### config.mk
export PLATFORM = sky130hd
export DESIGN_NAME = sdram_init_monitor
export DESIGN_NICKNAME = d
export VERILOG_FILES = /design/src/rtl/sdram_init_monitor.sv
export SDC_FILE = /design/constraint.sdc
export NUM_CORES = 1
export LEC_CHECK = 0
export ABC_AREA = 1
export ABC_CLOCK_PERIOD_IN_PS = 4260
export CORE_MARGIN = 2
export CORE_UTILIZATION = 30
export DETAILED_ROUTE_END_ITERATION = 8
export GPL_TIMING_DRIVEN = 0
export PLACE_DENSITY = 0.59
export SETUP_SLACK_MARGIN = 0.2
export SLEW_MARGIN = 20
export SYNTH_ARGS = -nofsm -noshare
export SYNTH_HDL_FRONTEND = slang
export SYNTH_SLANG_ARGS = --single-unit
### constraint.sdc
create_clock -name sdram_clk -period 4.26 [get_ports sdram_clk]
set_clock_uncertainty 0.1 [all_clocks]
set_input_delay 0.639 -clock sdram_clk [delete_from_list [all_inputs] [get_ports sdram_clk]]
set_output_delay 0.639 -clock sdram_clk [all_outputs]
set_load 0.005 [all_outputs]
### src/rtl/sdram_init_monitor.sv
// sdram_init_monitor: checks the SDRAM power-up command sequence, its spacing, refresh count and timeout,
// reporting a sticky first-error code, the captured mode register and init_done.
module sdram_init_monitor #(
   parameter int PWRUP_CYCLES = 10000,
   parameter int NUM_AREF     = 2,
   parameter int T_RP         = 2,
   parameter int T_RFC        = 7,
   parameter int T_MRD        = 2,
   parameter int TIMEOUT      = 0,
   parameter int ADDR_W       = 13
) (
   input  logic              sdram_clk,
   input  logic              sdram_resetn,
   input  logic              sdram_en,
   input  logic              sdram_cs_n,
   input  logic              sdram_ras_n,
   input  logic              sdram_cas_n,
   input  logic              sdram_we_n,
   input  logic [ADDR_W-1:0] sdram_addr,
   input  logic              err_clr,
   output logic              init_done,
   output logic              init_err,
   output logic [2:0]        err_code,
   output logic [3:0]        aref_count,
   output logic [ADDR_W-1:0] mode_reg
);
   localparam int T_MAX = (T_RP > T_RFC) ? ((T_RP > T_MRD) ? T_RP : T_MRD)
                                         : ((T_RFC > T_MRD) ? T_RFC : T_MRD);
   localparam int PW = (PWRUP_CYCLES > 0) ? $clog2(PWRUP_CYCLES + 1) : 1;
   localparam int GW = (T_MAX > 0) ? $clog2(T_MAX + 1) : 1;
   localparam int TW = (TIMEOUT > 0) ? $clog2(TIMEOUT + 1) : 1;

   typedef enum logic [3:0] {
      S_IDLE, S_PWRUP, S_WAIT_PRE, S_TRP, S_WAIT_AREF, S_TRFC, S_WAIT_LMR, S_TMRD, S_DONE, S_FAIL
   } state_t;

   state_t            state_q, state_d;
   logic              en_q;
   logic [PW-1:0]     pwr_q, pwr_d;
   logic [GW-1:0]     gap_q, gap_d;
   logic [TW-1:0]     tmo_q, tmo_d;
   logic              done_q, done_d;
   logic              err_q, err_d;
   logic [2:0]        code_q, code_d;
   logic [3:0]        aref_q, aref_d;
   logic [ADDR_W-1:0] mode_q, mode_d;
   logic              err_new;
   logic [2:0]        err_val;
   logic [2:0]        rcw;
   logic              is_nop, is_pre, is_aref, is_lmr;
   logic              more_now, more_after, acc_aref, acc_lmr;

   assign rcw        = {sdram_ras_n, sdram_cas_n, sdram_we_n};
   assign is_nop     = sdram_cs_n || rcw == 3'b111;
   assign is_pre     = !sdram_cs_n && rcw == 3'b010;
   assign is_aref    = !sdram_cs_n && rcw == 3'b001;
   assign is_lmr     = !sdram_cs_n && rcw == 3'b000;
   // more_now counts the refresh being accepted this cycle; more_after uses the already-updated count
   assign more_now   = (5'(aref_q) + 5'd1) < 5'(NUM_AREF);
   assign more_after = aref_q < 4'(NUM_AREF);

   always_ff @(posedge sdram_clk or negedge sdram_resetn) begin
      if (!sdram_resetn) begin
         state_q <= S_IDLE;
         en_q    <= 1'b0;
         pwr_q   <= '0;
         gap_q   <= '0;
         tmo_q   <= '0;
         done_q  <= 1'b0;
         err_q   <= 1'b0;
         code_q  <= 3'd0;
         aref_q  <= 4'd0;
         mode_q  <= '0;
      end else begin
         state_q <= state_d;
         en_q    <= sdram_en;
         pwr_q   <= pwr_d;
         gap_q   <= gap_d;
         tmo_q   <= tmo_d;
         done_q  <= done_d;
         err_q   <= err_d;
         code_q  <= code_d;
         aref_q  <= aref_d;
         mode_q  <= mode_d;
      end
   end

   always_comb begin
      state_d = state_q;
      pwr_d   = pwr_q;
      gap_d   = gap_q;
      tmo_d   = (tmo_q == TW'(TIMEOUT)) ? tmo_q : tmo_q + 1'b1;
      err_new = 1'b0;
      err_val = 3'd0;
      if (!sdram_en) begin
         state_d = S_IDLE;
      end else begin
         case (state_q)
            S_IDLE: begin
               if (!en_q) begin
                  state_d = (PWRUP_CYCLES > 0) ? S_PWRUP : S_WAIT_PRE;
                  pwr_d   = '0;
                  tmo_d   = '0;
               end
            end
            S_PWRUP: begin
               if (!is_nop) {err_new, err_val} = {1'b1, 3'd1};
               else if (pwr_q == PW'(PWRUP_CYCLES - 1)) begin
                  state_d = S_WAIT_PRE;
                  tmo_d   = '0;
               end else pwr_d = pwr_q + 1'b1;
            end
            S_WAIT_PRE: begin
               if (is_pre && sdram_addr[10]) begin
                  state_d = (T_RP > 1) ? S_TRP : S_WAIT_AREF;
                  gap_d   = GW'(1);
               end else if (is_pre) {err_new, err_val} = {1'b1, 3'd4};
               else if (!is_nop) {err_new, err_val} = {1'b1, 3'd2};
            end
            S_TRP: begin
               if (!is_nop) {err_new, err_val} = {1'b1, 3'd3};
               else if (gap_q >= GW'(T_RP - 1)) state_d = S_WAIT_AREF;
               else gap_d = gap_q + 1'b1;
            end
            S_WAIT_AREF: begin
               if (is_aref) begin
                  state_d = (T_RFC > 1) ? S_TRFC : (more_now ? S_WAIT_AREF : S_WAIT_LMR);
                  gap_d   = GW'(1);
               end else if (!is_nop) {err_new, err_val} = {1'b1, 3'd2};
            end
            S_TRFC: begin
               if (!is_nop) {err_new, err_val} = {1'b1, 3'd3};
               else if (gap_q >= GW'(T_RFC - 1)) state_d = more_after ? S_WAIT_AREF : S_WAIT_LMR;
               else gap_d = gap_q + 1'b1;
            end
            S_WAIT_LMR: begin
               if (is_lmr) begin
                  state_d = (T_MRD > 0) ? S_TMRD : S_DONE;
                  gap_d   = GW'(1);
               end else if (!is_nop) {err_new, err_val} = {1'b1, 3'd2};
            end
            S_TMRD: begin
               if (gap_q >= GW'(T_MRD)) state_d = S_DONE;
               else if (!is_nop) {err_new, err_val} = {1'b1, 3'd3};
               else gap_d = gap_q + 1'b1;
            end
            default: ;
         endcase
         if (!err_new && TIMEOUT > 0 && tmo_q == TW'(TIMEOUT) &&
             state_q inside {S_WAIT_PRE, S_TRP, S_WAIT_AREF, S_TRFC, S_WAIT_LMR, S_TMRD})
            {err_new, err_val} = {1'b1, 3'd5};
         if (err_new) state_d = S_FAIL;
      end
   end

   always_comb begin
      acc_aref = sdram_en && state_q == S_WAIT_AREF && is_aref && !err_new;
      acc_lmr  = sdram_en && state_q == S_WAIT_LMR && is_lmr && !err_new;
      done_d   = state_d == S_DONE;
      aref_d   = !sdram_en ? 4'd0 : acc_aref ? aref_q + 4'd1 : aref_q;
      mode_d   = acc_lmr ? sdram_addr : mode_q;
      // a new error beats a simultaneous clear; otherwise only the first error is kept
      err_d    = err_new || (err_q && !err_clr);
      code_d   = err_new ? ((err_q && !err_clr) ? code_q : err_val) : (err_clr ? 3'd0 : code_q);
   end

   assign init_done  = done_q;
   assign init_err   = err_q;
   assign err_code   = code_q;
   assign aref_count = aref_q;
   assign mode_reg   = mode_q;
endmodule
==> metrics.md, run 1 <==
| Metric | Value |
|---|---|
| Clock tree from TritonCTS | yes |
| Part of the power in the clock network | 0.328 |
| Total of flip-flops plus latches after synthesis | 44 |
| Syn. warnings | 0 |
| Number of ports placed on the die boundary | 43 |
| Wire per inst | 12.84 um |
| Global-route wire length before repair | 11550 um |
| Crit path launch | sdram_en |
| WL final | 6730 um |
| Drt first pass iters | 4 |
| Start of the worst register-to-register path | pwr_q[0] |
| Total CTS buffers | 5 |
| Residual DRC count | 0 |
| Data arrival, critical path | 2510 ps |
| Die extent in y | 97.72 um |
| Antenna violations before repair | 0 |
| Worst ir drop on vdd | 0.1525 mV |
| Fraction of layout cells with a size suffix above 1 | 0.07452 |
| Combinational cell fraction of total power | 0.226 |
| Clock transition at the register clock pins on the worst setup and hold paths after CTS | 100 ps |
| Unrepaired setup endpoints after global routing | no |
| Critical path data required time | 4380 ps |
| Internal cell power | 0.7063 mW |
| Initial drt markers | 128 |
| Kind of path behind the tightest hold check | in2async |
| Clock Latency Late Sink | 310 ps |
| Critical-path maximum fanout | 10 |
| Flop2flop setup slack | 2250 ps |
| Buffers inserted during post-CTS setup optimization | 0 |
| Number of nets with antenna violations after detailed routing | 0 |
| Number of flip-flops under the largest register name | 14 |
| Depth of the most critical reg-to-reg path | 9 |
| Endpoints failing setup | 0 |
| Syn Inst Count | 365 |
| H-Tree Depth | 2 |
| Count of instances resized after the clock tree is built | 0 |
| Worst-case clock buffer depth | 2 |
| Run status | finished clean |
| Post-synth cell types | 31 |
| Port buffer count | 42 |
| Clock tree sinks | 44 |
| Max Freq | 417.4 MHz |
| Number of max-capacitance violations reported | 0 |
| Seq/Total Area, Yosys | 0.4179 |
| Summed instance area of the synthesized netlist | 2635 sq um |
| Starting Density | 0.3051 |
| FF-to-FF End | pwr_q[4] |
| Overall global routing resource usage | 0.1465 |
| Post-route non-filler standard cell count | 524 |
| Largest net degree at the start of global routing | 31 |
| DP Wirelength | 5173 um |
| Clock root cell | clkbuf_8 |
| Layout-stage area growth over the synthesis result | 26.02% |
| Number of cells in the design after placement | 516 |
| Tightest hold margin | 139.4 ps |
| Die area | 9549 sq um |
| End-of-flow core utilization | 0.3845 |
| Fin. Hold Viols | 0 |
| Number of antenna diodes | 0 |
| Crit end category | flip-flop |
| Global placer's final weighted congestion | 0.9153 |
| Total power of the final layout | 1.058 mW |
| Transition time at the pin with the least slew margin | 547.2 ps |
| Placeable Area | 8636 sq um |
| Critical path class | in2reg |
| Number of slew-limit violations in the final report | 0 |
| Startpoint Class | input port |
| Crit path time final | 2396 ps |
| Via count of the first global-routing pass | 2386 |
| Tightest slew margin relative to the limit | 0.6352 |
| Fraction of power spent switching nets | 0.3322 |
| Pleak | 1.643 nW |
| Hold buffer count at CTS | 0 |
| Power per cell area | 318.5 nW/um^2 |
| Syn avg cell area | 7.219 sq um |
| Final global-route overflow total | 0 |
| Width of the chip | 97.72 um |
| Cell row count | 34 |
| Number of nets in the synthesized netlist | 391 |
| Mean number of vias per cell | 4.763 |
| Net switching component of the power | 0.3514 mW |
| Vias after detailed routing | 2496 |
| Total negative slack for setup checks | 0 ps |
| Final clock period utilization by the worst path | 0.5624 |
| Final net count | 441 |
| Proportion of power drawn by flip-flops and latches | 0.446 |
## power by group through the flow
stage / Clock, mW / Sequential (mW) / Combinational, mW
after floorplan: 0 / 0.474 / 0.155
after global placement: 0 / 0.479 / 0.237
after detailed placement: 0 / 0.480 / 0.241
after CTS: 0.355 / 0.472 / 0.242
after global routing: 0.371 / 0.478 / 0.268
final: 0.347 / 0.472 / 0.239
## cells in the final DEF (no fill, tap or decap), types with 5 or more instances in the layout
cell type and n:
clkbuf_8 5, nand3_1 44, nand2_1 106, nor3_1 8, nand4_1 16, inv_2 5
o21ai_0 19, a21oi_1 9, inv_1 43, clkdlybuf4s50_1 41, dfrtp_1 44, ha_1 5
nor2_1 34
## cell families after synthesis
logic type,count (synthesis),synth area share
AND/OR/NAND/NOR,221,0.3822
adder cells (fa/ha/maj),5,0.02374
XOR/XNOR,4,0.01330
AO/OA/AOI/OAI,37,0.07834
buffers and inverters,54,0.08452
flip-flops,44,0.4179
## layout make-up
cell class	instances	area, sq um
buffer	6	42.54
clock buffer	5	68.82
clock inverter	3	46.29
fill	928	5315
inverter	48	180.2
multi-input combinational	267	1311
sequential	44	1101
tap	108	135.1
timing repair buffer	43	435.4
## critical path, stage by stage
cell and delay, ps:
clkdlybuf4s50_1 470, clkbuf_1 440, o21ai_0 190, a221oi_1 460, nand2_1 180, nand2_1 90
nand2_1 50
## synth_stat cells, drive strengths merged
cell | count | area [sq um]
a211o | 1 | 8.760
a21oi | 9 | 45.04
a221oi | 1 | 8.760
a31oi | 1 | 6.260
buf | 4 | 35.03
clkbuf | 2 | 7.510
dfrtp | 44 | 1101
ha | 5 | 62.56
inv | 48 | 180.2
nand2 | 112 | 445.4
nand3 | 45 | 230.2
nand4 | 17 | 112.6
nor2 | 37 | 160.2
nor3 | 8 | 40.04
nor4 | 2 | 18.77
o21a | 2 | 15.01
o21ai | 20 | 100.1
o31ai | 3 | 22.52
xnor2 | 1 | 8.760
xor2 | 3 | 26.28
## per-stage QoR
| step | setup slack [ps] | cell area (sq um) |
|---|---|---|
| finish | 1864 | 3321 |
| global route | 1618 | 3321 |
| CTS | 1855 | 3321 |
| detailed placement | 1524 | 3206 |
| global placement | 1121 | 3191 |
| floorplan | 2307 | 2635 |
## routing by layer
metal / wire length (um) / GRT usage / up-vias / share of wire
li1: - / - / 1295 / -
met1: 3275 / 0.2033 / 1153 / 0.49
met2: 3159 / 0.2414 / 40 / 0.47
met3: 237 / 0.02662 / 8 / 0.035
met4: 58 / 0.02991 / 0 / 0.0086
met5: 0 / 0 / - / 0
## worst max path at each step
stage / to / slack, ps
after floorplan: mode_reg[10] / 2310
after global placement: aref_count[2] / 1120
after detailed placement: gap_q[0] / 1520
after CTS: gap_q[0] / 1860
after global routing: gap_q[1] / 1620
final: gap_q[0] / 1860
(Power assumes the default switching activity.)
==> run 2: changes to the inputs <==
--- a/config.mk
+++ b/config.mk
@@ -6,7 +6,7 @@
 export NUM_CORES = 1
 export LEC_CHECK = 0
 export ABC_AREA = 1
-export ABC_CLOCK_PERIOD_IN_PS = 4260
+export ABC_CLOCK_PERIOD_IN_PS = 2300
 export CORE_MARGIN = 2
 export CORE_UTILIZATION = 30
 export DETAILED_ROUTE_END_ITERATION = 8
==> constraint.sdc (replaced) <==
create_clock -name sdram_clk -period 2.3 [get_ports sdram_clk]
set_clock_uncertainty 0.1 [all_clocks]
set_input_delay 0.345 -clock sdram_clk [delete_from_list [all_inputs] [get_ports sdram_clk]]
set_output_delay 0.345 -clock sdram_clk [all_outputs]
set_load 0.005 [all_outputs]
==> run 2 against run 1 <==
Compared with the run above: worst hold slack improved by 240 ps; design area is 1.8% higher; critical path depth up 6; worst setup slack lost 1500 ps; sequential share of layout area down 0.54 points; die area is the same; via count grew 2.2%; first-iteration DRC count is 16% higher; global-route usage is the same; register-to-register slack got worse by 1900 ps; combinational power rose by 96%.
==> metrics.md, run 2 (synthesis gave the netlist of run 1 again) <==
| Metric | Value |
|---|---|
| Run status | finished clean |
| Wire per inst | 12.99 um (+1.2%) |
| Number of max-capacitance violations reported | 0 (unchanged) |
| Number of cells in the design after placement | 516 (unchanged) |
| Total CTS buffers | 5 (unchanged) |
| FF/Latch Area | 1102 sq um (+0.11%) |
| Drt first pass iters | 4 (unchanged) |
| Critical path data required time | 2410 ps (-1970 ps) |
| Vias after detailed routing | 2550 (+2.2%) |
| CP dominant cell by count | nand2_1 |
| Crit path time final | 1957 ps |
| Post-Place Cell Area | 3206 sq um (unchanged) |
| Worst-case clock buffer depth | 2 (unchanged) |
| Final net count | 442 (+0.23%) |
| WL final | 6822 um (+1.4%) |
| FF-to-FF End | pwr_q[4] |
| Cell depth of the worst hold path | 2 |
| Overall global routing resource usage | 0.1465 (unchanged) |
| Busiest layer in global routing | met2 |
| Leading cell type in the layout, fill and taps excluded | nand2_1 |
| Layout-stage area growth over the synthesis result | 28.25% |
| Global-route wire length before repair | 11550 um (unchanged) |
| Fin. Hold Viols | 0 (unchanged) |
| Critical-path maximum fanout | 10 (unchanged) |
| Fraction of layout cells with a size suffix above 1 | 0.09592 (+0.02140) |
| Flop2flop setup slack | 360 ps (-1890 ps) |
| Placeable Area | 8636 sq um (unchanged) |
| Met1 capacity usage during global routing | 0.2038 (+0.0004519) |
| Pleak | 1.662 nW (+1.1%) |
| Final clock period utilization by the worst path | 0.8508 |
| Width of the chip | 97.72 um (unchanged) |
| Worst Slack Setup Final | 343.2 ps (-1521 ps) |
| Cell row count | 34 (unchanged) |
| Layout Cell Area excl Fill | 3379 sq um (+1.8%) |
| Global placer's final weighted congestion | 0.9153 (unchanged) |
| Family with the most delay on the worst path | simple AND/OR/NAND/NOR gates |
| Kind of path behind the tightest hold check | reg2reg |
| Clock Latency Late Sink | 310 ps (about the same) |
| Die area | 9549 sq um (unchanged) |
| Antenna violations before repair | 0 (unchanged) |
| Initial drt markers | 149 (+16%) |
| Peak per-stage delay on the critical path | 530 ps (+60 ps) |
| Buffers inserted during post-CTS setup optimization | 0 (unchanged) |
| Pre-CTS WS | -142.2 ps (-1666 ps) |
| Power per cell area | 588.2 nW/um^2 (+85%) |
| Crit end category | flip-flop |
| Die extent in y | 97.72 um (unchanged) |
| Worst path bufs/invs | 3 (+1) |
| Multi-input combinational cell area | 1354 sq um (+3.2%) |
| Critical path class | in2reg |
| Post-route non-filler standard cell count | 525 (+0.19%) |
| Port buffer count | 42 (unchanged) |
| Met2 GRT Util | 0.2414 (unchanged) |
| Clock tree from TritonCTS | yes |
| Clock tree sinks | 44 (unchanged) |
| Residual DRC count | 0 (unchanged) |
| Starting Density | 0.3051 (unchanged) |
| Number of ports placed on the die boundary | 43 (unchanged) |
| Beginning of the worst hold path | mode_reg[0] |
| Top library cells by usage in the layout, fill and taps aside | 106 x nand2_1, 44 x nand3_1, 43 x inv_1, 43 x dfrtp_1, 41 x clkdlybuf4s50_1 |
| Number of antenna diodes | 0 (unchanged) |
| Startpoint Class | input port |
| Crit-path slowest cell | clkdlybuf4s50_1 |
| Via count of the first global-routing pass | 2386 (unchanged) |
| Worst ir drop on vdd | 0.2831 mV (+86%) |
| Transition time at the pin with the least slew margin | 470.9 ps (-76.32 ps) |
| Endpoints failing setup | 0 (unchanged) |
| Total power of the final layout | 1.988 mW (+88%) |
| Max Freq | 511.0 MHz |
| Worst-path cell chain | clkdlybuf4s50_1 -> nand3_1 -> nand2_4 -> inv_2 -> nand2_1 -> nand2_1 -> nor2_4 -> nand2_4 -> nor2_8 -> nand2_4 -> buf_6 -> nand2_1 -> nand2_1 |
| Number of slew-limit violations in the final report | 0 (unchanged) |
| H-Tree Depth | 2 (unchanged) |
| DP Wirelength | 5173 um (unchanged) |
| Number of nets with antenna violations after detailed routing | 0 (unchanged) |
| Clock transition at the register clock pins on the worst setup and hold paths after CTS | 90 ps (about the same) |
| Depth of the most critical reg-to-reg path | 8 (-1) |
| Clock root cell | clkbuf_8 |
| Final global-route overflow total | 0 (unchanged) |
| Number of inserted filler cells in the final layout | 922 (-0.65%) |
| GR Layer Usage met3 | 0.02590 (-0.0007194) |
| Tightest slew margin relative to the limit | 0.6836 (+0.04847) |
| Unrepaired setup endpoints after global routing | no |
| Number of flip-flops under the largest register name | 14 (unchanged) |
| Data arrival, critical path | 2060 ps (-450 ps) |
| Largest net degree at the start of global routing | 31 (unchanged) |
| Mean number of vias per cell | 4.857 (+2.0%) |
| Endpoint of the worst hold-timing path | mode_reg[0] |
| Start of the worst register-to-register path | state_q[1] |
==> run 2: worst max path at each step <==
stage	startpoint	end	cells past startpoint
4_1_cts	pwr_q[0]	pwr_q[0]	8
2_1_floorplan	pwr_q[0]	pwr_q[0]	8
6_report	sdram_cas_n	mode_reg[6]	13
3_3_place_gp	sdram_resetn	aref_count[2]	1
3_5_place_dp	sdram_en	gap_q[0]	7
5_1_grt	sdram_cas_n	mode_reg[3]	13
==> run 2: layer usage <==
metal  part of all wire  routed length, um  vias up
li1                   -                  -     1300
met1               0.48               3261     1183
met2               0.47               3216       59
met3              0.043                290        8
met4             0.0078                 53        0
met5                  0                  0        -
==> run 2: cell type report <==
| cell class | instances | share of cell area |
|---|---|---|
| repair buffers | 44 | 0.1318 |
| multi-input cells | 267 | 0.4006 |
| clock inverters | 3 | 0.01370 |
| plain buffers | 6 | 0.01333 |
| clock buffers | 5 | 0.02036 |
| well taps | 108 | 0.03999 |
| flip-flops and latches | 44 | 0.3262 |
| inverters | 48 | 0.05405 |
==> run 2: timing repair <==
| action | CTS | global route |
|---|---|---|
| pin swaps | 0 | 1 |
| cloned | 0 | 0 |
| hold buffers | 1 | 0 |
| hold endpoints to repair | 14 | 0 |
| resized for setup | 1 | 14 |
| setup endpoints to repair | 3 | 25 |
==> run 2: through the flow <==
step	utilization	TNS, ps	hold slack [ps]
5_1_grt	0.3913	0	410.3
3_3_place_gp	0.3695	-25540	355.8
6_report	0.3913	0	379.8
2_1_floorplan	-	0	-50.59
3_5_place_dp	0.3712	-1040	201.3
4_1_cts	0.3858	0	385.4
==> run 2: power by group <==
part / switching [mW] / internal [mW]
clock: 0.315 / 0.328
combinational: 0.301 / 0.168
sequential: 0.0524 / 0.824
total: 0.667 / 1.32
==> run 2: tightest hold or removal path: stages (launching register included) <==
cell and delay (ps):
dfrtp_1 350, nand2_1 50, nand2_1 50
